### src/rtl/fb_pkg.sv
// Shared framebuffer definitions for the PLB write responder, the address
// checker and the fbwriter/reader blocks.
//   - responder state encodings (legacy 2-bit values)
//   - default framebuffer window (base address and size in 32-bit words)
//   - screen geometry
package fb_pkg;

  localparam logic [1:0] IDLE  = 2'd0;
  localparam logic [1:0] WAIT  = 2'd1;
  localparam logic [1:0] ACK   = 2'd2;
  localparam logic [1:0] CMPLT = 2'd3;

  localparam int unsigned SCREEN_W = 320;
  localparam int unsigned SCREEN_H = 240;

  localparam logic [31:0] FB_BASE_DEFAULT  = 32'h0000_0000;
  localparam int unsigned FB_WORDS_DEFAULT = SCREEN_W * SCREEN_H;

endpackage

### src/rtl/fb_plb_responder_if.sv
// Single-beat PLB master-write handshake between fbwriter (master) and
// the framebuffer responder (slave).
//   IP2Bus_MstWr_Req   master->slave  write request, held until CmdAck
//   IP2Bus_Mst_Addr    master->slave  byte address
//   IP2Bus_MstWr_d     master->slave  write data
//   Bus2IP_Mst_CmdAck  slave->master  one-cycle command acknowledge
//   Bus2IP_Mst_Cmplt   slave->master  one-cycle completion
//   Bus2IP_Mst_Error   slave->master  request rejected (valid with Cmplt)
interface fb_plb_responder_if;

  logic        IP2Bus_MstWr_Req;
  logic [31:0] IP2Bus_Mst_Addr;
  logic [31:0] IP2Bus_MstWr_d;
  logic        Bus2IP_Mst_CmdAck;
  logic        Bus2IP_Mst_Cmplt;
  logic        Bus2IP_Mst_Error;

  modport master (
    output IP2Bus_MstWr_Req, IP2Bus_Mst_Addr, IP2Bus_MstWr_d,
    input  Bus2IP_Mst_CmdAck, Bus2IP_Mst_Cmplt, Bus2IP_Mst_Error
  );

  modport slave (
    input  IP2Bus_MstWr_Req, IP2Bus_Mst_Addr, IP2Bus_MstWr_d,
    output Bus2IP_Mst_CmdAck, Bus2IP_Mst_Cmplt, Bus2IP_Mst_Error
  );

endinterface

### src/rtl/fb_addr_check.sv
// Combinational framebuffer range/alignment check.
//   addr   in   byte address
//   valid  out  word aligned and inside [FB_BASE, FB_BASE + 4*FB_WORDS)
//   index  out  word index into the window, truncated to MEM_AW bits
module fb_addr_check
  import fb_pkg::*;
#(
  parameter logic [31:0] FB_BASE  = FB_BASE_DEFAULT,
  parameter int unsigned FB_WORDS = FB_WORDS_DEFAULT,
  parameter int unsigned MEM_AW   = 17
) (
  input  logic [31:0]       addr,
  output logic              valid,
  output logic [MEM_AW-1:0] index
);

  logic [32:0] offs;
  logic [32:0] word;

  always_comb begin
    // 33-bit subtract: bit 32 is the borrow, set when addr lies below FB_BASE
    offs  = {1'b0, addr} - {1'b0, FB_BASE};
    word  = offs >> 2;
    valid = (addr[1:0] == 2'b00) && !offs[32] && (word < 33'(FB_WORDS));
    index = word[MEM_AW-1:0];
  end

endmodule

### src/rtl/fb_plb_responder.sv
// PLB-side write responder for the framebuffer path. Accepts one 32-bit
// write per request, returns CmdAck then Cmplt, and commits valid writes
// to a BRAM-backed framebuffer through a registered memory write port.
//   PLB_clk      clock
//   reset_n      asynchronous active-low reset
//   plb          handshake (slave modport)
//   fb_mem_*     memory write port (en/we only in the ACK cycle)
//   busy         state != IDLE
//   wr_count     accepted writes       (FB_PLB_RESPONDER_STATS_EN)
//   err_count    rejected/aborted reqs (FB_PLB_RESPONDER_STATS_EN)
// Without FB_PLB_RESPONDER_STATS_EN both counters are tied to zero.
module fb_plb_responder
  import fb_pkg::*;
#(
  parameter int unsigned ACK_LATENCY = 2,
  parameter logic [31:0] FB_BASE     = FB_BASE_DEFAULT,
  parameter int unsigned FB_WORDS    = FB_WORDS_DEFAULT,
  parameter int unsigned MEM_AW      = 17
) (
  input  logic              PLB_clk,
  input  logic              reset_n,
  fb_plb_responder_if.slave plb,
  output logic              fb_mem_en,
  output logic [3:0]        fb_mem_we,
  output logic [MEM_AW-1:0] fb_mem_addr,
  output logic [31:0]       fb_mem_din,
  output logic              busy,
  output logic [31:0]       wr_count,
  output logic [15:0]       err_count
);

  localparam logic [3:0] LAT_LOAD = (ACK_LATENCY == 0) ? 4'd0 : 4'(ACK_LATENCY - 1);

  logic [1:0]        state, state_d;
  logic [3:0]        lat_cnt;
  logic              valid_q;
  logic [MEM_AW-1:0] index_q;
  logic [31:0]       data_q;
  logic              ack_q, cmplt_q, error_q;
  logic              go_ack;
  logic              chk_valid;
  logic [MEM_AW-1:0] chk_index;
  logic              iss_valid;
  logic [MEM_AW-1:0] iss_index;
  logic [31:0]       iss_data;

  fb_addr_check #(
    .FB_BASE (FB_BASE),
    .FB_WORDS(FB_WORDS),
    .MEM_AW  (MEM_AW)
  ) u_addr_check (
    .addr (plb.IP2Bus_Mst_Addr),
    .valid(chk_valid),
    .index(chk_index)
  );

  always_comb begin
    state_d = state;
    go_ack  = 1'b0;
    case (state)
      IDLE: if (plb.IP2Bus_MstWr_Req) begin
        state_d = (ACK_LATENCY == 0) ? ACK : WAIT;
        go_ack  = (ACK_LATENCY == 0);
      end
      WAIT: if (!plb.IP2Bus_MstWr_Req) begin
        state_d = IDLE;
      end else if (lat_cnt == 4'd0) begin
        state_d = ACK;
        go_ack  = 1'b1;
      end
      ACK:     state_d = CMPLT;
      default: state_d = IDLE;
    endcase
    // With zero latency the ACK outputs are loaded on the sample edge itself,
    // so they take the check result being latched on that same edge.
    iss_valid = (state == IDLE) ? chk_valid              : valid_q;
    iss_index = (state == IDLE) ? chk_index              : index_q;
    iss_data  = (state == IDLE) ? plb.IP2Bus_MstWr_d     : data_q;
  end

  always_ff @(posedge PLB_clk or negedge reset_n) begin
    if (!reset_n) begin
      state       <= IDLE;
      lat_cnt     <= '0;
      valid_q     <= 1'b0;
      index_q     <= '0;
      data_q      <= '0;
      ack_q       <= 1'b0;
      cmplt_q     <= 1'b0;
      error_q     <= 1'b0;
      fb_mem_en   <= 1'b0;
      fb_mem_we   <= '0;
      fb_mem_addr <= '0;
      fb_mem_din  <= '0;
    end else begin
      state     <= state_d;
      ack_q     <= go_ack;
      cmplt_q   <= (state == ACK);
      error_q   <= (state == ACK) && !valid_q;
      fb_mem_en <= go_ack && iss_valid;
      fb_mem_we <= {4{go_ack && iss_valid}};
      if (go_ack && iss_valid) begin
        fb_mem_addr <= iss_index;
        fb_mem_din  <= iss_data;
      end
      if (state == IDLE && plb.IP2Bus_MstWr_Req) begin
        valid_q <= chk_valid;
        index_q <= chk_index;
        data_q  <= plb.IP2Bus_MstWr_d;
        lat_cnt <= LAT_LOAD;
      end else if (state == WAIT && lat_cnt != 4'd0) begin
        lat_cnt <= lat_cnt - 4'd1;
      end
    end
  end

  assign plb.Bus2IP_Mst_CmdAck = ack_q;
  assign plb.Bus2IP_Mst_Cmplt  = cmplt_q;
  assign plb.Bus2IP_Mst_Error  = error_q;
  assign busy                  = (state != IDLE);

`ifdef FB_PLB_RESPONDER_STATS_EN
  logic        req_drop;
  logic [31:0] wr_cnt_q;
  logic [15:0] err_cnt_q;

  assign req_drop = (state == WAIT) && !plb.IP2Bus_MstWr_Req;

  always_ff @(posedge PLB_clk or negedge reset_n) begin
    if (!reset_n) begin
      wr_cnt_q  <= '0;
      err_cnt_q <= '0;
    end else begin
      if (state == ACK && valid_q) wr_cnt_q <= wr_cnt_q + 32'd1;
      // error_q marks the Error completion cycle; it never coincides with a drop
      if ((error_q || req_drop) && err_cnt_q != '1) err_cnt_q <= err_cnt_q + 16'd1;
    end
  end

  assign wr_count  = wr_cnt_q;
  assign err_count = err_cnt_q;
`else
  assign wr_count  = '0;
  assign err_count = '0;
`endif

endmodule

### src/flat_wrapper.sv
// flat-port wrapper written by rule: the top's interface ports become plain ports
module fb_plb_responder_flat import fb_pkg::*;
#(
  parameter int unsigned ACK_LATENCY = 2,
  parameter logic [31:0] FB_BASE     = FB_BASE_DEFAULT,
  parameter int unsigned FB_WORDS    = FB_WORDS_DEFAULT,
  parameter int unsigned MEM_AW      = 17
)
  (PLB_clk, reset_n, fb_mem_en, fb_mem_we, fb_mem_addr, fb_mem_din, busy, wr_count, err_count, plb_IP2Bus_MstWr_Req, plb_IP2Bus_Mst_Addr, plb_IP2Bus_MstWr_d, plb_Bus2IP_Mst_CmdAck, plb_Bus2IP_Mst_Cmplt, plb_Bus2IP_Mst_Error);
  fb_plb_responder_if plb_i ();
  input  logic PLB_clk;
  input  logic reset_n;
  output logic fb_mem_en;
  output logic [3:0] fb_mem_we;
  output logic [MEM_AW-1:0] fb_mem_addr;
  output logic [31:0] fb_mem_din;
  output logic busy;
  output logic [31:0] wr_count;
  output logic [15:0] err_count;
  input wire logic [$bits(plb_i.IP2Bus_MstWr_Req)-1:0] plb_IP2Bus_MstWr_Req;
  input wire logic [$bits(plb_i.IP2Bus_Mst_Addr)-1:0] plb_IP2Bus_Mst_Addr;
  input wire logic [$bits(plb_i.IP2Bus_MstWr_d)-1:0] plb_IP2Bus_MstWr_d;
  output wire logic [$bits(plb_i.Bus2IP_Mst_CmdAck)-1:0] plb_Bus2IP_Mst_CmdAck;
  output wire logic [$bits(plb_i.Bus2IP_Mst_Cmplt)-1:0] plb_Bus2IP_Mst_Cmplt;
  output wire logic [$bits(plb_i.Bus2IP_Mst_Error)-1:0] plb_Bus2IP_Mst_Error;
  assign plb_i.IP2Bus_MstWr_Req = plb_IP2Bus_MstWr_Req;
  assign plb_i.IP2Bus_Mst_Addr = plb_IP2Bus_Mst_Addr;
  assign plb_i.IP2Bus_MstWr_d = plb_IP2Bus_MstWr_d;
  assign plb_Bus2IP_Mst_CmdAck = plb_i.Bus2IP_Mst_CmdAck;
  assign plb_Bus2IP_Mst_Cmplt = plb_i.Bus2IP_Mst_Cmplt;
  assign plb_Bus2IP_Mst_Error = plb_i.Bus2IP_Mst_Error;
  fb_plb_responder #(.ACK_LATENCY(ACK_LATENCY), .FB_BASE(FB_BASE), .FB_WORDS(FB_WORDS), .MEM_AW(MEM_AW)) u_core (.PLB_clk(PLB_clk), .reset_n(reset_n), .plb(plb_i), .fb_mem_en(fb_mem_en), .fb_mem_we(fb_mem_we), .fb_mem_addr(fb_mem_addr), .fb_mem_din(fb_mem_din), .busy(busy), .wr_count(wr_count), .err_count(err_count));
endmodule
### config.mk
export PLATFORM = sky130hd
export DESIGN_NAME = fb_plb_responder_flat
export DESIGN_NICKNAME = d
export VERILOG_FILES = /design/src/rtl/fb_pkg.sv /design/src/rtl/fb_plb_responder_if.sv /design/src/rtl/fb_addr_check.sv /design/src/rtl/fb_plb_responder.sv /design/src/flat_wrapper.sv
export SDC_FILE = /design/constraint.sdc
export NUM_CORES = 1
export LEC_CHECK = 0
export CORE_UTILIZATION = 35
export DETAILED_ROUTE_END_ITERATION = 8
export PLACE_DENSITY = 0.74
export SLEW_MARGIN = 40
export SYNTH_ARGS = -nofsm -noshare
export SYNTH_HDL_FRONTEND = slang
export SYNTH_SLANG_ARGS = --single-unit
### constraint.sdc
create_clock -name PLB_clk -period 1.6 [get_ports PLB_clk]
set_input_delay 0.16 -clock PLB_clk [delete_from_list [all_inputs] [get_ports PLB_clk]]
set_output_delay 0.16 -clock PLB_clk [all_outputs]
set_load 0.01 [all_outputs]
# == Word level (Yosys, flattened, before mapping) ==
# Index checks and enable logic that the tools add are counted.
# op_classes
addsub,1
magnitude_cmp,1
eq_ne,4
mux,12
n_reduce_logical,13
# ops
operator,count
2-to-1 mux 32 bit,1
less-than comparator 30 x 17 -> 1 bit (second input constant),1
2-to-1 mux 17 bit,1
2-to-1 mux 4 bit,2
2-to-1 mux 2 bit,3
case mux 2 bit (3 select lines),1
logical AND 1 bit,5
logical NOT 2 bit,2
logical NOT 4 bit,1
2-to-1 mux 1 bit,4
nonzero test 2 bit,2
nonzero test 4 bit,1
subtractor 4 x 1 -> 4 bit (second input constant),1
!= test 3 x 2 -> 1 bit (second input constant),1
equality test 2 x 1 -> 1 bit (second input constant),1
equality test 2 bit (second input constant),1
!= test 2 bit (second input constant),1
AND reduction 2 bit,1
logical NOT 1 bit,1
# totals
reg_bits,110
input_bits,67
output_inout_bits,106
word_cells,43

# == Logic depth before layout (Yosys ltp) ==
# depth
depth_word,5
depth_mapped,7
ltp_nobuf,5

# == Cells and area by module ==
# A second synthesis with hierarchy kept.
# hier_totals
cells_unflattened,383
area_unflattened_um2,5728.0
# by_module_without_submodules
mod,instances,cells_per_inst,area_each_um2,seq_area_each_um2
fb_plb_responder,1,357,5526.6,2727.6
fb_addr_check,1,26,201.4,0.0

# == Least setup slack after synthesis ==
# No wires, ideal clock.
# synth_timing
kind,reg2reg
startpoint,register u_core.lat_cnt[0]
endpoint,register u_core.fb_mem_addr[10]
setup_ps,125
arrival_time_ps,1599
required_time_ps,1475
setup_slack_ps,-124
path_stages_with_launch,8
n_path_buf,2
period_less_slack_ps,1724
path_cell_list,dfrtp_1 inv_1 ha_1 nor4b_2 and4_1 buf_4 buf_6 mux2_2
# synth_via
elab_chain_len,5
# synth_lines
item,line,source
start: declaration,fb_plb_responder.sv:35,logic [3:0] lat_cnt;
start signal: assignment,fb_plb_responder.sv:112,lat_cnt <= lat_cnt - 4'd1;
logical NOT 4 bit,fb_plb_responder.sv:67,end else if (lat_cnt == 4'd0) begin
2-to-1 mux 1 bit,fb_plb_responder.sv:67,
2-to-1 mux 1 bit,fb_plb_responder.sv:65,WAIT: if (!plb.IP2Bus_MstWr_Req) begin
2-to-1 mux 1 bit,-,
logical AND 1 bit,fb_plb_responder.sv:102,if (go_ack && iss_valid) begin
end signal: assignment,fb_plb_responder.sv:103,fb_mem_addr <= iss_index;
end: declaration,fb_plb_responder.sv:25,"output logic [MEM_AW-1:0] fb_mem_addr,"
# No other way between the ends.
# A chain may end at the register's enable or synchronous reset.

# == Worst setup path in the final report ==
# layout_timing
startpoint,register u_core.lat_cnt[1]
endpoint,register u_core.fb_mem_addr[13]
# Same word-level chain as after synthesis.

==> metrics.md <==
| Metric | Value |
|---|---|
| Outcome | `finished, violations left` |
| Failing checks | `setup timing` |
| Row Count | `44` |
| IO Pins | `173` |
| Worst path cell trace | `inv_1, ha_2, nor4b_4, and4_4, clkbuf_16, mux2_2` |
| Layout cell share with drive strength beyond 1 | `39.85%` |
| Util after Layout | `49.86%` |
| Via count | `3294` |
| Dpl ws | `-0.2713 ns` |
| Finish-stage setup viols | `101` |
| CP delay by family, top | `simple AND/OR/NAND/NOR gates` |
| Startpoint types | `flop` |
| Reg area | `2728 um^2` |
| CP max FO | `17` |
| Setup CP Type | `flop to flop` |
| Simple-gate portion of the synthesized area | `2.926%` |
| CP arrival | `2.08 ns` |
| Max-slew violations | `0` |
| Ys Warns | `0` |
| GRT Total Usage | `15.01%` |
| Vias per cell | `4.666` |
| Combinational family with the most area after synthesis | `multiplexers` |
| Worst-path clk slew | `0.07 ns` |
| Post-synthesis register bit count | `109` |
| Multi-input logic area | `2212 um^2` |
| Core Footprint | `14530 um^2` |
| Routed len/inst | `16.20 um` |
| Seq/Total Area, Yosys | `52.28%` |
| DIE AREA | `15400 um^2` |
| Drt first pass iters | `3` |
| Ant diodes | `0` |
| Mux contribution to synthesized area | `32.11%` |
| Drt initial violations | `86` |
| CTS buffer count | `9` |
| Xor and xnor area share after synthesis | `0%` |
| Vias in the first global route | `3487` |
| Fin crit period | `1.844 ns` |
| ANT nets after route | `0` |
| Starting Density | `35.90%` |
| Final hold vios | `0` |
| Initial antenna violation count | `0` |
| Syn Inst Count | `370` |
| Final worst-path setup slack | `-0.2437 ns` |
| Number of synthesized flops with an enable pin | `0` |
| Synth top cells by count | `mux2_2 (147), dfrtp_1 (109), buf_4 (53)` |
| Slowest stage cell, crit path | `dfrtp_1` |
| CTS tree | `built` |
| H-tree levels | `3` |
| Grt ovf | `0` |
| Top-count cell post-synth | `mux2_2` |
| Nets@finish | `585` |
| Post-synth top area share | `52.28%` |
| Compound-Gate Fraction of Synth Area | `1.463%` |
| Clock sinks | `109` |
| Final period util | `115.2%` |
| Placed wire-length estimate | `7330 um` |
| Worst slew pin tran | `0.5774 ns` |
| Ys flop type | `dfrtp_1` |
| CP Data Required Time | `1.83 ns` |
| CP peak stage delay | `0.38 ns` |
| Area Overhead vs Synth | `38.90%` |
| Leak Pwr | `3.238 nW` |
| Die Ht | `124.1 um` |
| WP buf/inv | `2` |
| Mean post-synth cell area | `14.10 um^2` |
| First-pass GRT wire length | `17260 um` |
| Adder-cell share of the synthesized area | `0.2398%` |
| Synth area leader | `dfrtp_1` |
| Clock latency on the worst-skew pair | `0.35 ns` |
| Final WL | `11440 um` |
| Endpoint class of the critical path | `flop` |
| Synth cell types | `29` |
| Number of max-cap violations | `0` |
| RSZ-0062 raised after global routing | `true` |
| IO buf count | `124` |
| Power per cell area | `1408 nW/um^2` |
| Synth top area cells | `dfrtp_1 (52%), mux2_2 (32%), buf_4 (7.6%)` |
| Width of the die | `124.1 um` |
| Worst VDD drop | `0.0008922 V` |
| Clock skew | `0.004424 ns` |
| Hold Path Class | `input port to asynchronous set/reset pin` |
| Post-route DRC | `0` |
| Fillers | `1239` |
| Final GP Congestion | `0.7102` |
| Max-slew headroom | `61.50%` |
| Async S/R FF share, synth | `100.0%` |
| Netlist Area Pre-Place | `5218 um^2` |
| CTS max path bufs | `2` |
| Root buffer cell | `clkbuf_16` |
| Maximum clock frequency | `0.5424 GHz` |
| Pin count of the biggest net entering global routing | `110` |
## layout by cell type, fill, tap and decap left out, types with 2 or more instances in the layout
cell	Yosys	final
mux2_2	147	128
clkdlybuf4s50_1	0	122
dfrtp_1	109	109
conb_1	1	48
mux2_4	0	19
buf_4	53	16
clkbuf_16	0	11
buf_12	0	9
inv_1	5	5
buf_16	0	5
nand2_1	4	4
nor4_1	4	4
o21ai_0	3	3
nor3_1	3	3
clkinv_2	0	3
nor2b_1	2	2
mux2i_1	2	2
o31ai_1	2	2
a21boi_0	2	2
clkbuf_8	0	2
buf_6	11	2
## report_power, final
part	switching (mW)	total [mW]	internal, mW	leakage, nW
combinational	1.56	4.27	2.72	1.70
clock	0.965	2.10	1.13	0.138
sequential	0.357	3.83	3.47	1.40
total	2.88	10.2	7.32	3.24
## per-stage QoR
stage                     cell area (um^2)  std cells  power, mW  hold slack (ns)  TNS [ns]
after detailed placement              6540        676      7.348           0.2878    -23.64
final                                 7247        706      10.20           0.4310    -18.64
after global placement                6540        676      7.168           0.2752    -19.82
after floorplan                       5409        417      6.359          -0.1356    -4.700
after CTS                             7063        702      10.08           0.4279    -20.32
after global routing                  7247        706      10.81           0.4427    -24.48
## worst paths after layout
path,from,end,slack (ns),depth (start not counted)
max,u_core.lat_cnt[1],u_core.fb_mem_addr[13],-0.24,6
min,reset_n,u_core.fb_mem_din[6],0.43,3
max reg2reg,u_core.lat_cnt[1],u_core.fb_mem_addr[13],-0.24,6
min reg2reg,u_core.valid_q,u_core.plb.Bus2IP_Mst_Error,0.50,1
max in group asynchronous,reset_n,u_core.fb_mem_en,0.74,3
min in group PLB_clk,plb_IP2Bus_Mst_Addr[4],u_core.index_q[2],0.45,2
## layer usage
metal	share of wire [%]	global-route usage [%]	wire length (um)	up-vias
met4	2.6	6.845	292	0
met1	39	16.52	4514	1656
li1	-	-	-	1496
met2	53	26.52	6037	121
met5	0	0	0	-
met3	5.2	4.396	595	21
## cells by family (layout without fill, tap and decap cells)
kind of cell | Yosys count | count (layout)
buffers and inverters | 75 | 180
other | 1 | 48
and+or+nand+nor | 25 | 25
AOI/OAI and AO/OA | 10 | 10
DFF | 109 | 109
muxes | 149 | 149
adders and majority gates | 1 | 1
## what timing repair did
item                                    CTS  global route
pin swaps                                 3             1
setup buffers                             4             2
endpoints found under the setup margin  102           104
cloned                                    5             2
hold endpoints to repair                109             0
hold buffers                              1             0
resized for setup                        16            28
## registers in the layout (all words and copies together) (netlist names)
name and count:
u_core.fb_mem_din 32, u_core.data_q 32, u_core.valid_q 1, u_core.fb_mem_addr 17, u_core.fb_mem_en 1, u_core.plb.Bus2IP_Mst_CmdAck 1, u_core.lat_cnt 4, u_core.plb.Bus2IP_Mst_Cmplt 1
u_core.state 2, u_core.plb.Bus2IP_Mst_Error 1, u_core.index_q 17
## worst min-delay path: stages
cell           delay (ns)
dlygate4sd3_1        0.53
buf_4                0.11
buf_12               0.44
## final cells by class
| class | count | share of cell area (%) |
|---|---|---|
| multi-input combinational | 233 | 30.52 |
| clock buffer | 12 | 3.539 |
| clock inverter | 4 | 0.3108 |
| tap | 184 | 3.177 |
| sequential | 109 | 37.64 |
| timing repair buffer | 159 | 24.55 |
| inverter | 5 | 0.2590 |
No activity file was read; power rests on OpenSTA's default activity.
